`config.mk`:
```
export PLATFORM = sky130hd
export DESIGN_NAME = exp3_varredura_controle
export DESIGN_NICKNAME = d
export VERILOG_FILES = /design/src/rtl/exp3_varredura_controle.sv
export SDC_FILE = /design/constraint.sdc
export NUM_CORES = 1
export LEC_CHECK = 0
export CAP_MARGIN = 20
export CORE_ASPECT_RATIO = 1.4
export CORE_MARGIN = 3
export CORE_UTILIZATION = 49
export DETAILED_ROUTE_END_ITERATION = 7
export GPL_ROUTABILITY_DRIVEN = 0
export PLACE_DENSITY_LB_ADDON = 0.2
export SLEW_MARGIN = 20
export SYNTH_ARGS = -nofsm -noshare
export SYNTH_HDL_FRONTEND = slang
export SYNTH_SLANG_ARGS = --single-unit
```
`constraint.sdc`:
```
create_clock -name clock -period 2.34 [get_ports clock]
set_clock_uncertainty 0.05 [all_clocks]
set_input_delay 0.234 -clock clock [delete_from_list [all_inputs] [get_ports clock]]
set_output_delay 0.234 -clock clock [all_outputs]
set_load 0.1 [all_outputs]
```
`src/rtl/exp3_varredura_controle.sv`:
```
// Sweep scheduler: steps the servo through four positions, waits for settling, fires one
// measurement per position and captures the BCD distance. VARREDURA_MINIMO_EN adds the min tracker.
module exp3_varredura_controle #(
    parameter int unsigned ESPERA_SERVO = 25_000_000,
    parameter int unsigned TIMEOUT      = 2_500_000
) (
    input  logic        clock,
    input  logic        reset,
    input  logic        ligar,
    input  logic        pronto,
    input  logic [11:0] medida,
    output logic [1:0]  posicao,
    output logic        medir,
    output logic [11:0] distancia,
    output logic [1:0]  pos_medida,
    output logic        nova_medida,
    output logic        erro,
    output logic        fim_varredura,
    output logic [11:0] dist_min,
    output logic [1:0]  pos_min,
    output logic [3:0]  db_estado
);

    localparam int unsigned EspW = (ESPERA_SERVO > 1) ? $clog2(ESPERA_SERVO) : 1;
    localparam int unsigned TmoW = (TIMEOUT > 1) ? $clog2(TIMEOUT) : 1;
    localparam logic [EspW-1:0] EspFim = EspW'(ESPERA_SERVO - 1);
    localparam logic [TmoW-1:0] TmoFim = TmoW'(TIMEOUT - 1);

    typedef enum logic [3:0] {
        StInicial   = 4'd0,
        StPrepara   = 4'd1,
        StPosiciona = 4'd2,
        StEspera    = 4'd3,
        StMede      = 4'd4,
        StAguarda   = 4'd5,
        StArmazena  = 4'd6,
        StProxima   = 4'd7,
        StFim       = 4'd8
    } estado_t;

    estado_t         estado_q, estado_d;
    logic [1:0]      posicao_q, posicao_d;
    logic [EspW-1:0] cnt_espera_q, cnt_espera_d;
    logic [TmoW-1:0] cnt_tmo_q, cnt_tmo_d;
    logic [11:0]     distancia_q, distancia_d;
    logic [1:0]      pos_medida_q, pos_medida_d;
    logic            erro_q, erro_d;

    // Event strobes shared with the optional min tracker.
    logic inicia_varredura;
    logic captura;
    logic fecha_varredura;

    always_comb begin
        estado_d         = estado_q;
        posicao_d        = posicao_q;
        cnt_espera_d     = cnt_espera_q;
        cnt_tmo_d        = cnt_tmo_q;
        distancia_d      = distancia_q;
        pos_medida_d     = pos_medida_q;
        erro_d           = erro_q;
        inicia_varredura = 1'b0;
        captura          = 1'b0;
        fecha_varredura  = 1'b0;

        unique case (estado_q)
            StInicial: begin
                if (ligar) begin
                    estado_d         = StPrepara;
                    inicia_varredura = 1'b1;
                end
            end
            StPrepara: begin
                estado_d = StPosiciona;
            end
            StPosiciona: begin
                cnt_espera_d = '0;
                estado_d     = StEspera;
            end
            StEspera: begin
                if (cnt_espera_q == EspFim) begin
                    estado_d = StMede;
                end else begin
                    cnt_espera_d = cnt_espera_q + 1'b1;
                end
            end
            StMede: begin
                cnt_tmo_d = '0;
                estado_d  = StAguarda;
            end
            StAguarda: begin
                // A late pronto still wins over the timeout in the same cycle.
                if (pronto) begin
                    captura      = 1'b1;
                    distancia_d  = medida;
                    pos_medida_d = posicao_q;
                    estado_d     = StArmazena;
                end else if (cnt_tmo_q == TmoFim) begin
                    erro_d   = 1'b1;
                    estado_d = StProxima;
                end else begin
                    cnt_tmo_d = cnt_tmo_q + 1'b1;
                end
            end
            StArmazena: begin
                estado_d = StProxima;
            end
            StProxima: begin
                if (posicao_q == 2'd3) begin
                    fecha_varredura = 1'b1;
                    estado_d        = StFim;
                end else begin
                    posicao_d = posicao_q + 2'd1;
                    estado_d  = StPosiciona;
                end
            end
            StFim: begin
                if (ligar) begin
                    estado_d         = StPrepara;
                    inicia_varredura = 1'b1;
                end else begin
                    estado_d = StInicial;
                end
            end
            default: begin
                estado_d = StInicial;
            end
        endcase

        // Sweep-start clears are applied on entry so PREPARA already shows position 0.
        if (inicia_varredura) begin
            posicao_d = 2'd0;
            erro_d    = 1'b0;
        end
    end

    always_ff @(posedge clock or negedge reset) begin
        if (!reset) begin
            estado_q     <= StInicial;
            posicao_q    <= 2'd0;
            cnt_espera_q <= '0;
            cnt_tmo_q    <= '0;
            distancia_q  <= 12'h000;
            pos_medida_q <= 2'd0;
            erro_q       <= 1'b0;
        end else begin
            estado_q     <= estado_d;
            posicao_q    <= posicao_d;
            cnt_espera_q <= cnt_espera_d;
            cnt_tmo_q    <= cnt_tmo_d;
            distancia_q  <= distancia_d;
            pos_medida_q <= pos_medida_d;
            erro_q       <= erro_d;
        end
    end

`ifdef VARREDURA_MINIMO_EN
    logic [11:0] trk_min_q, trk_min_d;
    logic [1:0]  trk_pos_q, trk_pos_d;
    logic [11:0] dist_min_q, dist_min_d;
    logic [1:0]  pos_min_q, pos_min_d;

    always_comb begin
        trk_min_d  = trk_min_q;
        trk_pos_d  = trk_pos_q;
        dist_min_d = dist_min_q;
        pos_min_d  = pos_min_q;
        if (inicia_varredura) begin
            trk_min_d = 12'hFFF;
            trk_pos_d = 2'd0;
        end else if (captura && (medida < trk_min_q)) begin
            // Strict compare: on ties the earlier position is kept.
            trk_min_d = medida;
            trk_pos_d = posicao_q;
        end
        if (fecha_varredura) begin
            dist_min_d = trk_min_q;
            pos_min_d  = trk_pos_q;
        end
    end

    always_ff @(posedge clock or negedge reset) begin
        if (!reset) begin
            trk_min_q  <= 12'hFFF;
            trk_pos_q  <= 2'd0;
            dist_min_q <= 12'hFFF;
            pos_min_q  <= 2'd0;
        end else begin
            trk_min_q  <= trk_min_d;
            trk_pos_q  <= trk_pos_d;
            dist_min_q <= dist_min_d;
            pos_min_q  <= pos_min_d;
        end
    end

    assign dist_min = dist_min_q;
    assign pos_min  = pos_min_q;
`else
    logic unused_strobes;
    assign unused_strobes = ^{inicia_varredura, captura, fecha_varredura};
    assign dist_min       = 12'hFFF;
    assign pos_min        = 2'd0;
`endif

    assign posicao       = posicao_q;
    assign distancia     = distancia_q;
    assign pos_medida    = pos_medida_q;
    assign erro          = erro_q;
    assign medir         = (estado_q == StMede);
    assign nova_medida   = (estado_q == StArmazena);
    assign fim_varredura = (estado_q == StFim);
    assign db_estado     = estado_q;

endmodule

```
==> results.yml <==
sta:
  min_period_ns: 2.22
  fin_crit_sh_pct: 94.8
  slew_headroom_pct: 63.8
  slew_viol_final: 0
  timing.fmax_ghz: 0.451
  fin_ws_ns: 0.122
  rsz0062_at_grt: "no"
  tightest_slew_ns: 0.543
  fin_setup_tns_ns: 0
  setup_violations: 0
  finalHoldViolations: 0
power_and_ir_drop:
  powerDensity_nw_per_um2: 793
  peakVddDrop_uv: 644
  total_power_uw: 3690
  p_leak_uw: 0.00213
drt:
  drc_errors: 0
  drtPass1Iterations: 5
  drtIter0Drc: 149
  vias_per_cell: 5.91
  wl_um: 9380
  antenna_left: 0
  via_count: 3397
  wl_per_cell_um: 16.3
synthesis:
  syn_inst: 408
  synth.avg_cell_area_um2: 9.28
  netlist_top_cells_count: "68 x dfrtp_1, 33 x nand2_1, 27 x nand3_1, 24 x nor2_1, 23 x o21ai_0"
  ys.flop_type: "dfrtp_1"
  synth_top_area_share_pct: 44.9
  yosysMostFrequentCell: "dfrtp_1"
  yosysSeqAreaShare_pct: 44.9
  async_reset_ff_share_pct: 100
  synthSimpleGateAreaFrac_pct: 23.4
  synth_adder_area_share_pct: 0.991
  synth-xor-area-share_pct: 0.463
  synth_compound_area_share_pct: 18.4
  synth_cell_types: 55
  yosysTopAreaCell: "dfrtp_1"
  ys_warn_count: 0
  synth_edf_count: 0
  synth.mux.area_fraction_pct: 5.48
  ys_ff_latch: 68
  syn_area_um2: 3790
  synth_area_leaders: "dfrtp_1 45%, mux2_2 4.2%, nand3_1 3.6%, nand2_1 3.3%, o21ai_0 3.0%"
  synth_top_family_by_area: "simple AND/OR/NAND/NOR gates"
global_route:
  grt_pass1_wl_um: 15800
  grt_pass1_vias: 3353
  use_met3_pct: 4.23
  overflow: 0
  grt_use_met1_pct: 26.8
  antenna_found_initial: 0
  grt_max_degree: 25
  use_met2_pct: 40.8
  grt_use_total_pct: 22.7
  busiest_layer: "met2"
setup_path:
  cp-end-kind: "register"
  max_stage_delay_ns: 0.53
  crit_path_cell_trace: "or3b_1 > or4_4 > o21a_4 > and3_1 > a221o_1"
  setup.worst_path.start: "cnt_espera_q[5]$_DFFE_PN0P_"
  cp-start-kind: "register"
  r2r-start: "cnt_espera_q[5]$_DFFE_PN0P_"
  path_max_fanout: 16
  required_ns: 2.52
  crit_type: "register to register"
  critPathSlowestCell: "or4_4"
  arrival_ns: 2.40
floorplanning:
  initial_core_util_pct: 50.8
  fp-row-count: 37
  die_x_um: 80.3
  coreArea_um2: 7450
  die-area_um2: 8840
  dieHeight_um: 110
  ios: 54
final_layout:
  ff_latch_area_um2: 1710
  drive_above_1_share_pct: 22.4
  diodes: 0
  fillers: 623
  multi_input_area_um2: 1920
  syn_to_final_growth_pct: 23.0
  nNetsFinal: 492
  final_util_pct: 62.5
clock_tree:
  cts_tree: "built"
  clkTransAtPathRegs_ns: 0.07
  h-tree-depth: 3
  clock-sinks: 68
  cts.path.max_buffers: 2
  insertion_delay_ns: 0.35
  cts-root-buf: "clkbuf_8"
  post-cts-setup-buffer-count: 0
  cts_inserted_buffers: 9
hold_path:
  hold_class: "input port to asynchronous set/reset pin"
place:
  place_hpwl_um: 7000
  pre_cts_slack_ns: 0.0972
  io_buffers: 39
run:
  maxCapViolations: 0
run_status:
  status: "complete, no violations"
## cells in the final DEF (no fill, tap or decap), types with 4 or more instances in the layout
master	instances
and3_1	9
clkbuf_8	10
a31oi_1	12
o21ai_1	4
mux2_2	14
a21oi_1	18
o21ai_0	23
clkdlybuf4s50_1	14
a211o_1	6
nor3_1	15
nand2_1	33
inv_1	7
nand3_1	27
o31ai_1	12
o211ai_1	4
conb_1	14
mux2i_1	5
nand2b_1	9
or3_1	6
nand4_1	15
nor4_1	7
o41ai_1	4
nor2_1	23
dfrtp_1	64
buf_4	57
## power by group
group	switching [uW]	leakage [uW]	internal, uW	total [uW]
combinational	915	0.00111	359	1270
sequential	88.1	0.000915	1240	1330
clock	461	0.000105	627	1090
## worst paths after layout
| path | cells after the start | endpoint | slack, ns |
|---|---|---|---|
| min reg2reg | 1 | cnt_tmo_q[21]$_DFFE_PN0P_ | 0.45 |
| max reg2reg | 5 | cnt_espera_q[18]$_DFFE_PN0P_ | 0.12 |
| max | 5 | cnt_espera_q[18]$_DFFE_PN0P_ | 0.12 |
| max in group asynchronous | 3 | db_estado[2]$_DFFE_PN0P_ | 1.13 |
| min | 2 | cnt_tmo_q[21]$_DFFE_PN0P_ | 0.36 |
| min in group clock | 2 | distancia[8]$_DFFE_PN0P_ | 0.44 |
## through the flow
| stage | cell area [um^2] | hold slack (ns) | std cells |
|---|---|---|---|
| floorplan | 3870 | -0.112 | 420 |
| global placement | 4410 | 0.200 | 558 |
| detailed placement | 4410 | 0.198 | 558 |
| CTS | 4650 | 0.359 | 575 |
| global route | 4660 | 0.403 | 575 |
| finish | 4660 | 0.357 | 575 |
## layout make-up
cell class / instances / area share [%]
sequential: 68 / 36.8
clock inverter: 6 / 1.88
clock buffer: 10 / 2.96
inverter: 8 / 0.645
timing repair buffer: 76 / 13.8
tap: 97 / 2.61
multi-input combinational: 310 / 41.3
## layer usage
layer	share of wire, %	vias up
li1	-	1629
met1	39	1672
met4	1.7	0
met2	56	79
met5	0	-
met3	3.4	17
## worst max-delay path: cells and delay by family (launching register included)
| family | cells | cell delay [ns] |
|---|---|---|
| flops | 1 | 0.41 |
| simple gates | 3 | 1.08 |
| compound gates | 2 | 0.56 |
## kinds of logic (layout without fill, tap and decap cells)
family	count (synthesis)	count (layout)
buffers and inverters	42	100
AND/OR/NAND/NOR	168	168
adder cells (fa/ha/maj)	3	3
XOR/XNOR	2	2
other	2	14
AO/OA/AOI/OAI	104	104
multiplexers	19	19
flip-flops	68	68
## repair_timing
action	CTS	global route
setup endpoints to repair	0	6
hold buffers	1	0
hold endpoints to repair	22	0
resized for setup	0	2
## registers in the layout, indices dropped and copies added (netlist names)
signal,cells
pos_medida,2
cnt_espera_q,25
db_estado,4
posicao,2
erro,1
cnt_tmo_q,22
distancia,12
(Power assumes the default switching activity.)
